File: config.mk
export PLATFORM = sky130hd
export DESIGN_NAME = mem_arbiter
export DESIGN_NICKNAME = d
export VERILOG_FILES = /design/src/rtl/mem_arbiter_pkg.sv /design/src/rtl/mem_arbiter_arb_picker.sv /design/src/rtl/mem_arbiter.sv
export SDC_FILE = /design/constraint.sdc
export NUM_CORES = 1
export LEC_CHECK = 0
export CAP_MARGIN = 10
export CORE_MARGIN = 2
export CORE_UTILIZATION = 28
export DETAILED_ROUTE_END_ITERATION = 10
export GPL_ROUTABILITY_DRIVEN = 0
export GPL_TIMING_DRIVEN = 0
export SYNTH_ARGS = -nofsm -noshare
export SYNTH_HDL_FRONTEND = slang
export SYNTH_HIERARCHICAL = 1
export SYNTH_SLANG_ARGS = --single-unit
File: constraint.sdc
create_clock -name clk -period 2.9 [get_ports clk]
set_input_delay 0.58 -clock clk [delete_from_list [all_inputs] [get_ports clk]]
set_output_delay 0.58 -clock clk [all_outputs]
set_load 0.02 [all_outputs]
File: src/rtl/mem_arbiter_pkg.sv
// Shared types for the two-port RAM arbiter: FSM states, owner codes,
// requester IDs and the winner-selection rule.
package mem_arbiter_pkg;

    typedef enum logic [1:0] {
        ARB_IDLE  = 2'd0,
        ARB_ISSUE = 2'd1,
        ARB_WAIT  = 2'd2,
        ARB_ACK   = 2'd3
    } arb_state_e;

    typedef enum logic [1:0] {
        OWN_NONE = 2'd0,
        OWN_CPU  = 2'd1,
        OWN_LD   = 2'd2
    } arb_owner_e;

    localparam logic ARB_CPU = 1'b0;
    localparam logic ARB_LD  = 1'b1;

    // Lock beats every other rule once the loader already holds the RAM.
    function automatic logic pick_winner(
        input logic cpu_req,
        input logic ld_req,
        input logic lock_hold,
        input logic rr_mode,
        input logic rr_ptr,
        input logic starved
    );
        logic w;
        if (!ld_req) begin
            w = ARB_CPU;
        end else if (!cpu_req) begin
            w = ARB_LD;
        end else if (lock_hold) begin
            w = ARB_LD;
        end else if (rr_mode) begin
            w = rr_ptr;
        end else if (starved) begin
            w = ARB_LD;
        end else begin
            w = ARB_CPU;
        end
        return w;
    endfunction

endpackage

File: src/rtl/mem_arbiter_arb_picker.sv
// Winner selection for the arbiter: round-robin pointer, loader starvation
// counter and the "loader served last" flag used by ld_lock.
module arb_picker
    import mem_arbiter_pkg::*;
#(
    parameter int RR_MODE    = 0,
    parameter int MAX_STARVE = 4
) (
    input  logic clk,
    input  logic reset,
    input  logic cpu_req,
    input  logic ld_req,
    input  logic ld_lock,
    input  logic grant,
    output logic winner
);

    localparam int SW = (MAX_STARVE < 1) ? 1 : $clog2(MAX_STARVE + 1);
    localparam logic [SW-1:0] STARVE_MAX = SW'(MAX_STARVE);

    logic          rr_ptr;
    logic          last_ld;
    logic [SW-1:0] starve_cnt;
    logic          starved;

    // Combinational winner from the current requests and registered history.
    always_comb begin
        starved = (starve_cnt >= STARVE_MAX);
        winner  = pick_winner(cpu_req, ld_req, ld_lock & last_ld,
                              (RR_MODE != 0), rr_ptr, starved);
    end

    // History update on each grant; the starve count saturates at its limit.
    always_ff @(posedge clk) begin
        if (reset) begin
            rr_ptr     <= ARB_CPU;
            last_ld    <= 1'b0;
            starve_cnt <= '0;
        end else if (grant) begin
            rr_ptr  <= ~winner;
            last_ld <= (winner == ARB_LD);
            if (winner == ARB_LD) begin
                starve_cnt <= '0;
            end else if (ld_req && !starved) begin
                starve_cnt <= starve_cnt + SW'(1);
            end else begin
                starve_cnt <= starve_cnt;
            end
        end else begin
            rr_ptr     <= rr_ptr;
            last_ld    <= last_ld;
            starve_cnt <= starve_cnt;
        end
    end

endmodule

File: src/rtl/mem_arbiter.sv
// Two-requester arbiter for a single-port RAM (CPU on port 0, loader/debug
// on port 1) with req/ack handshake, fixed read latency and CPU stall.
module mem_arbiter
    import mem_arbiter_pkg::*;
#(
    parameter int ADDR_W     = 8,
    parameter int DATA_W     = 8,
    parameter int RD_LAT     = 1,
    parameter int RR_MODE    = 0,
    parameter int MAX_STARVE = 4
) (
    input  logic              clk,
    input  logic              reset,
    input  logic              cpu_req,
    input  logic              cpu_we,
    input  logic [ADDR_W-1:0] cpu_addr,
    input  logic [DATA_W-1:0] cpu_wdata,
    output logic              cpu_ack,
    output logic [DATA_W-1:0] cpu_rdata,
    output logic              cpu_stall,
    input  logic              ld_req,
    input  logic              ld_we,
    input  logic [ADDR_W-1:0] ld_addr,
    input  logic [DATA_W-1:0] ld_wdata,
    output logic              ld_ack,
    output logic [DATA_W-1:0] ld_rdata,
    input  logic              ld_lock,
    output logic              ram_en,
    output logic              ram_we,
    output logic [ADDR_W-1:0] ram_addr,
    output logic [DATA_W-1:0] ram_wdata,
    input  logic [DATA_W-1:0] ram_rdata
);

    localparam logic [1:0] WAIT_LAST = 2'(RD_LAT - 1);

    arb_state_e        state;
    arb_state_e        state_nxt;
    arb_owner_e        owner;
    logic [1:0]        wait_cnt;
    logic              wait_done;
    logic              grant;
    logic              winner;
    logic              lat_we;
    logic [ADDR_W-1:0] lat_addr;
    logic [DATA_W-1:0] lat_wdata;

    assign grant     = (state == ARB_IDLE) && (cpu_req || ld_req);
    assign wait_done = (wait_cnt == WAIT_LAST);

    arb_picker #(
        .RR_MODE    (RR_MODE),
        .MAX_STARVE (MAX_STARVE)
    ) u_picker (
        .clk     (clk),
        .reset   (reset),
        .cpu_req (cpu_req),
        .ld_req  (ld_req),
        .ld_lock (ld_lock),
        .grant   (grant),
        .winner  (winner)
    );

    // Next-state logic; WAIT spans the RD_LAT cycles up to and including capture.
    always_comb begin
        state_nxt = state;
        case (state)
            ARB_IDLE: begin
                if (grant) begin
                    state_nxt = ARB_ISSUE;
                end else begin
                    state_nxt = ARB_IDLE;
                end
            end
            ARB_ISSUE: state_nxt = ARB_WAIT;
            ARB_WAIT: begin
                if (wait_done) begin
                    state_nxt = ARB_ACK;
                end else begin
                    state_nxt = ARB_WAIT;
                end
            end
            ARB_ACK:  state_nxt = ARB_IDLE;
            default:  state_nxt = ARB_IDLE;
        endcase
    end

    // State register, owner, latency counter and latched request fields.
    always_ff @(posedge clk) begin
        if (reset) begin
            state     <= ARB_IDLE;
            owner     <= OWN_NONE;
            wait_cnt  <= 2'd0;
            lat_we    <= 1'b0;
            lat_addr  <= '0;
            lat_wdata <= '0;
        end else begin
            state <= state_nxt;
            case (state)
                ARB_IDLE: begin
                    if (grant) begin
                        owner     <= (winner == ARB_LD) ? OWN_LD : OWN_CPU;
                        lat_we    <= (winner == ARB_LD) ? ld_we    : cpu_we;
                        lat_addr  <= (winner == ARB_LD) ? ld_addr  : cpu_addr;
                        lat_wdata <= (winner == ARB_LD) ? ld_wdata : cpu_wdata;
                    end else begin
                        owner <= OWN_NONE;
                    end
                end
                ARB_ISSUE: wait_cnt <= 2'd0;
                ARB_WAIT:  wait_cnt <= wait_cnt + 2'd1;
                ARB_ACK:   owner    <= OWN_NONE;
                default:   owner    <= OWN_NONE;
            endcase
        end
    end

    // Read data capture into the owner's register on the last WAIT cycle.
    always_ff @(posedge clk) begin
        if (reset) begin
            cpu_rdata <= '0;
            ld_rdata  <= '0;
        end else if ((state == ARB_WAIT) && wait_done && !lat_we) begin
            if (owner == OWN_LD) begin
                ld_rdata <= ram_rdata;
            end else begin
                cpu_rdata <= ram_rdata;
            end
        end else begin
            cpu_rdata <= cpu_rdata;
            ld_rdata  <= ld_rdata;
        end
    end

    assign ram_en    = (state == ARB_ISSUE);
    assign ram_we    = ram_en & lat_we;
    assign ram_addr  = lat_addr;
    assign ram_wdata = lat_wdata;
    assign cpu_ack   = (state == ARB_ACK) && (owner == OWN_CPU);
    assign ld_ack    = (state == ARB_ACK) && (owner == OWN_LD);
    assign cpu_stall = cpu_req & ~((owner == OWN_CPU) & (state != ARB_IDLE));

endmodule
==> flow_summary.toml <==
[grt]
total_global_routing_overflow = 0
antenna_found_initial = 0
grt_pass1_wl_um = 7630
grt_start_max_net_pins = 13
grt_pass1_vias = 1736
track_usage = 0.123

[floorplanning]
die-height_um = 88.6
io_pins = 84
rows = 30
dieArea_sq_mm = 0.00784
core_sq_mm = 0.00687
floorplan.initialDensity = 0.291
die-width_um = 88.6

[final_layout]
final_common_cell = "sky130_fd_sc_hd__clkdlybuf4s50_1"
nNetsFinal = 347
layout.cells.non_filler = 389
area_overhead_vs_synth_pct = 51.6
fillCellCount = 688
antenna-diode-count = 0
final_cell_mix = "83 x sky130_fd_sc_hd__clkdlybuf4s50_1, 43 x sky130_fd_sc_hd__dfxtp_1, 33 x sky130_fd_sc_hd__mux2i_1"
post_route_cells_drive_above_1_share = 0.0614

[placement]
buffer_ports.inserted = 83
placed_cells = 381
hpwl_um = 3510

[route]
detailroute.via_count = 1686
final_routed_wirelength_across_all_metal_layers_um = 4590
drt_first_iter_violations = 25
ant_nets = 0
avgViaCountPerCell = 4.33
drcViolationCount = 0
route.detailed.wl_per_inst_um = 11.8
dr.pass1.iters = 4

[clock_tree]
clk_pin_slew_worst_paths_ns = 0.08
number_of_buffers_inserted_by_hold_repair_at_cts = 0
cts.root.buffer_cell = "sky130_fd_sc_hd__clkbuf_8"
total_clock_buffers_created_by_cts = 5
cts.htree.levels = 2
cts_num_sinks = 43
clock_insertion_delay_worst_skew_ns = 0.29
cts_max_path_buffers = 2
tritoncts = "yes"
postCtsResizedCells = 0
cts_post_setup_buffers_inserted = 0

[timing]
slew_headroom = 0.626
rsz0062_at_grt = "false"
number_of_hold_violations_in_the_final_report = 0
max_freq_mhz = 402
worst_clock_skew_ns = 0.00683
finalSetupViolations = 0
timing.final.max_slew_violations = 0
post-route-period-util = 0.858
worst-slew-pin-transition_ns = 0.559
finalWorstPathRequiredPeriod_ns = 2.49
setup_tns_ns = 0

[synthesis]
largest_family_of_logic_cells_by_synthesized_area = "simple AND/OR/NAND/NOR gates"
yosysWarningCount = 6
cells_after_synth = 202
synth.mux.area_fraction = 0.171
synth_fp_nets = 257
post_synth_xor_area_fraction = 0
yosys.cell_types.count = 35
post_synth_design_cell_area_sq_mm = 0.00200
synthesis.area_per_instance_sq_um = 9.91
postSynthRegisterBits = 43
synth_simple_gate_area_share = 0.199
synth-seq-area-share = 0.430
area_fraction_in_compound_gates_after_synthesis = 0.103
fraction_of_the_mapped_netlist_area_in_adder_cells = 0.0500

[worst_setup_path]
path_max_fanout = 3
worstSetupEndpointType = "output pin"
worstSetupPathType = "primary input to output pin"
required_time_of_the_critical_path_ns = 2.32
critPathArrivalTime_ns = 1.91
critPathLaunchType = "primary input"

[job]
max_cap_viol_count = 0

[outcome]
run_status = "finished clean"

[hold_path]
hp-class = "flip-flop to flip-flop"

[power]
power.ir.vdd_worst_mv = 0.186
p_leak_nw = 1.15
power_density_mw_per_mm2 = 527
worst paths after layout:
kind         cells past startpoint                endpoint        start  slack [ns]
max                              3               cpu_stall      cpu_req        0.41
min                              2             ld_rdata[1]  ld_rdata[1]        0.48
max reg2reg                      8  u_picker/starve_cnt[0]     state[0]        0.74
min reg2reg                      2             ld_rdata[1]  ld_rdata[1]        0.48
cell usage after synthesis:
cell type | n | area share
sky130_fd_sc_hd__nand2_2 | 1 | 0.0031
sky130_fd_sc_hd__nor2b_1 | 1 | 0.0031
sky130_fd_sc_hd__a21o_1 | 1 | 0.0038
sky130_fd_sc_hd__o21a_1 | 1 | 0.0038
sky130_fd_sc_hd__a21oi_1 | 1 | 0.0025
sky130_fd_sc_hd__and2_2 | 1 | 0.0038
sky130_fd_sc_hd__nor3b_1 | 3 | 0.011
sky130_fd_sc_hd__a22oi_1 | 2 | 0.0075
sky130_fd_sc_hd__ha_1 | 8 | 0.050
sky130_fd_sc_hd__mux2i_1 | 33 | 0.17
sky130_fd_sc_hd__buf_6 | 1 | 0.0056
sky130_fd_sc_hd__o31a_2 | 1 | 0.0050
sky130_fd_sc_hd__nand3b_1 | 3 | 0.011
sky130_fd_sc_hd__or3b_1 | 1 | 0.0044
sky130_fd_sc_hd__or3_1 | 1 | 0.0031
sky130_fd_sc_hd__buf_4 | 1 | 0.0038
sky130_fd_sc_hd__buf_1 | 2 | 0.0038
sky130_fd_sc_hd__nand2b_1 | 25 | 0.078
sky130_fd_sc_hd__nand3b_4 | 1 | 0.010
sky130_fd_sc_hd__o21ba_2 | 1 | 0.0050
sky130_fd_sc_hd__nand3_1 | 1 | 0.0025
sky130_fd_sc_hd__nor3_4 | 1 | 0.0081
sky130_fd_sc_hd__o21ai_1 | 1 | 0.0025
sky130_fd_sc_hd__mux2_2 | 1 | 0.0056
sky130_fd_sc_hd__and2_1 | 2 | 0.0062
sky130_fd_sc_hd__clkbuf_1 | 7 | 0.013
sky130_fd_sc_hd__nor2_1 | 22 | 0.041
sky130_fd_sc_hd__and2b_2 | 1 | 0.0044
sky130_fd_sc_hd__buf_2 | 2 | 0.0050
sky130_fd_sc_hd__inv_1 | 9 | 0.017
sky130_fd_sc_hd__nand2_1 | 3 | 0.0056
sky130_fd_sc_hd__dfxtp_1 | 43 | 0.43
sky130_fd_sc_hd__o41ai_1 | 2 | 0.0088
sky130_fd_sc_hd__nor3_1 | 1 | 0.0025
sky130_fd_sc_hd__a211oi_1 | 17 | 0.064
routing by layer:
layer / vias up / wire, um / GRT usage / part of all wire
li1: 870 / - / - / -
met1: 756 / 2090 / 0.143 / 0.46
met2: 56 / 2150 / 0.218 / 0.47
met3: 4 / 335 / 0.0438 / 0.073
met4: 0 / 21 / 0.0248 / 0.0046
met5: - / 0 / 0 / 0
sequential cells by signal, summed over array words and instances, names as in the netlist:
| signal | flops |
|---|---|
| ram_wdata | 8 |
| u_picker/last_ld | 1 |
| u_picker/starve_cnt | 3 |
| lat_we | 1 |
| ram_addr | 8 |
| ld_rdata | 8 |
| wait_cnt | 2 |
| state | 2 |
| cpu_rdata | 8 |
| owner | 2 |
cells by family (layout without fill, tap and decap cells):
group                      after synthesis  count (layout)
AOI/OAI and AO/OA                       27              27
and+or+nand+nor                         68              68
adders and majority gates                8               8
DFF                                     43              43
muxes                                   34              34
buffers and inverters                   22             113
power by group:
part / switching, W / internal, W / total, W
combinational: 0.000271 / 0.000265 / 0.000536
sequential: 0.0000395 / 0.000661 / 0.000700
clock: 0.000194 / 0.000169 / 0.000364
worst max-delay path: stages:
cell                              delay [ns]
sky130_fd_sc_hd__clkdlybuf4s50_1        0.56
sky130_fd_sc_hd__o31a_2                 0.17
sky130_fd_sc_hd__clkdlybuf4s50_1        0.59
final cells by class:
type	instances	area, sq um	area share
inverter	9	33.8	0.0111
tap	96	120	0.0396
buffer	13	62.6	0.0206
multi-input combinational	137	1040	0.344
timing repair buffer	83	831	0.274
sequential	43	861	0.284
clock buffer	7	76.3	0.0252
clock inverter	1	5.00	0.00165
through the flow:
| stage | utilization | total power, W | setup slack (ns) | hold WS, ns | instance area (sq um) |
|---|---|---|---|---|---|
| 2_1_floorplan | - | 0.00101 | 1.11 | 0.446 | 2000 |
| 3_3_place_gp | 0.430 | 0.00125 | 0.157 | 0.459 | 2950 |
| 3_5_place_dp | 0.430 | 0.00126 | 0.111 | 0.462 | 2950 |
| 4_1_cts | 0.442 | 0.00163 | 0.401 | 0.481 | 3030 |
| 5_1_grt | 0.442 | 0.00171 | 0.319 | 0.506 | 3030 |
| 6_report | 0.442 | 0.00160 | 0.413 | 0.475 | 3030 |
No activity file was read; power rests on OpenSTA's default activity.
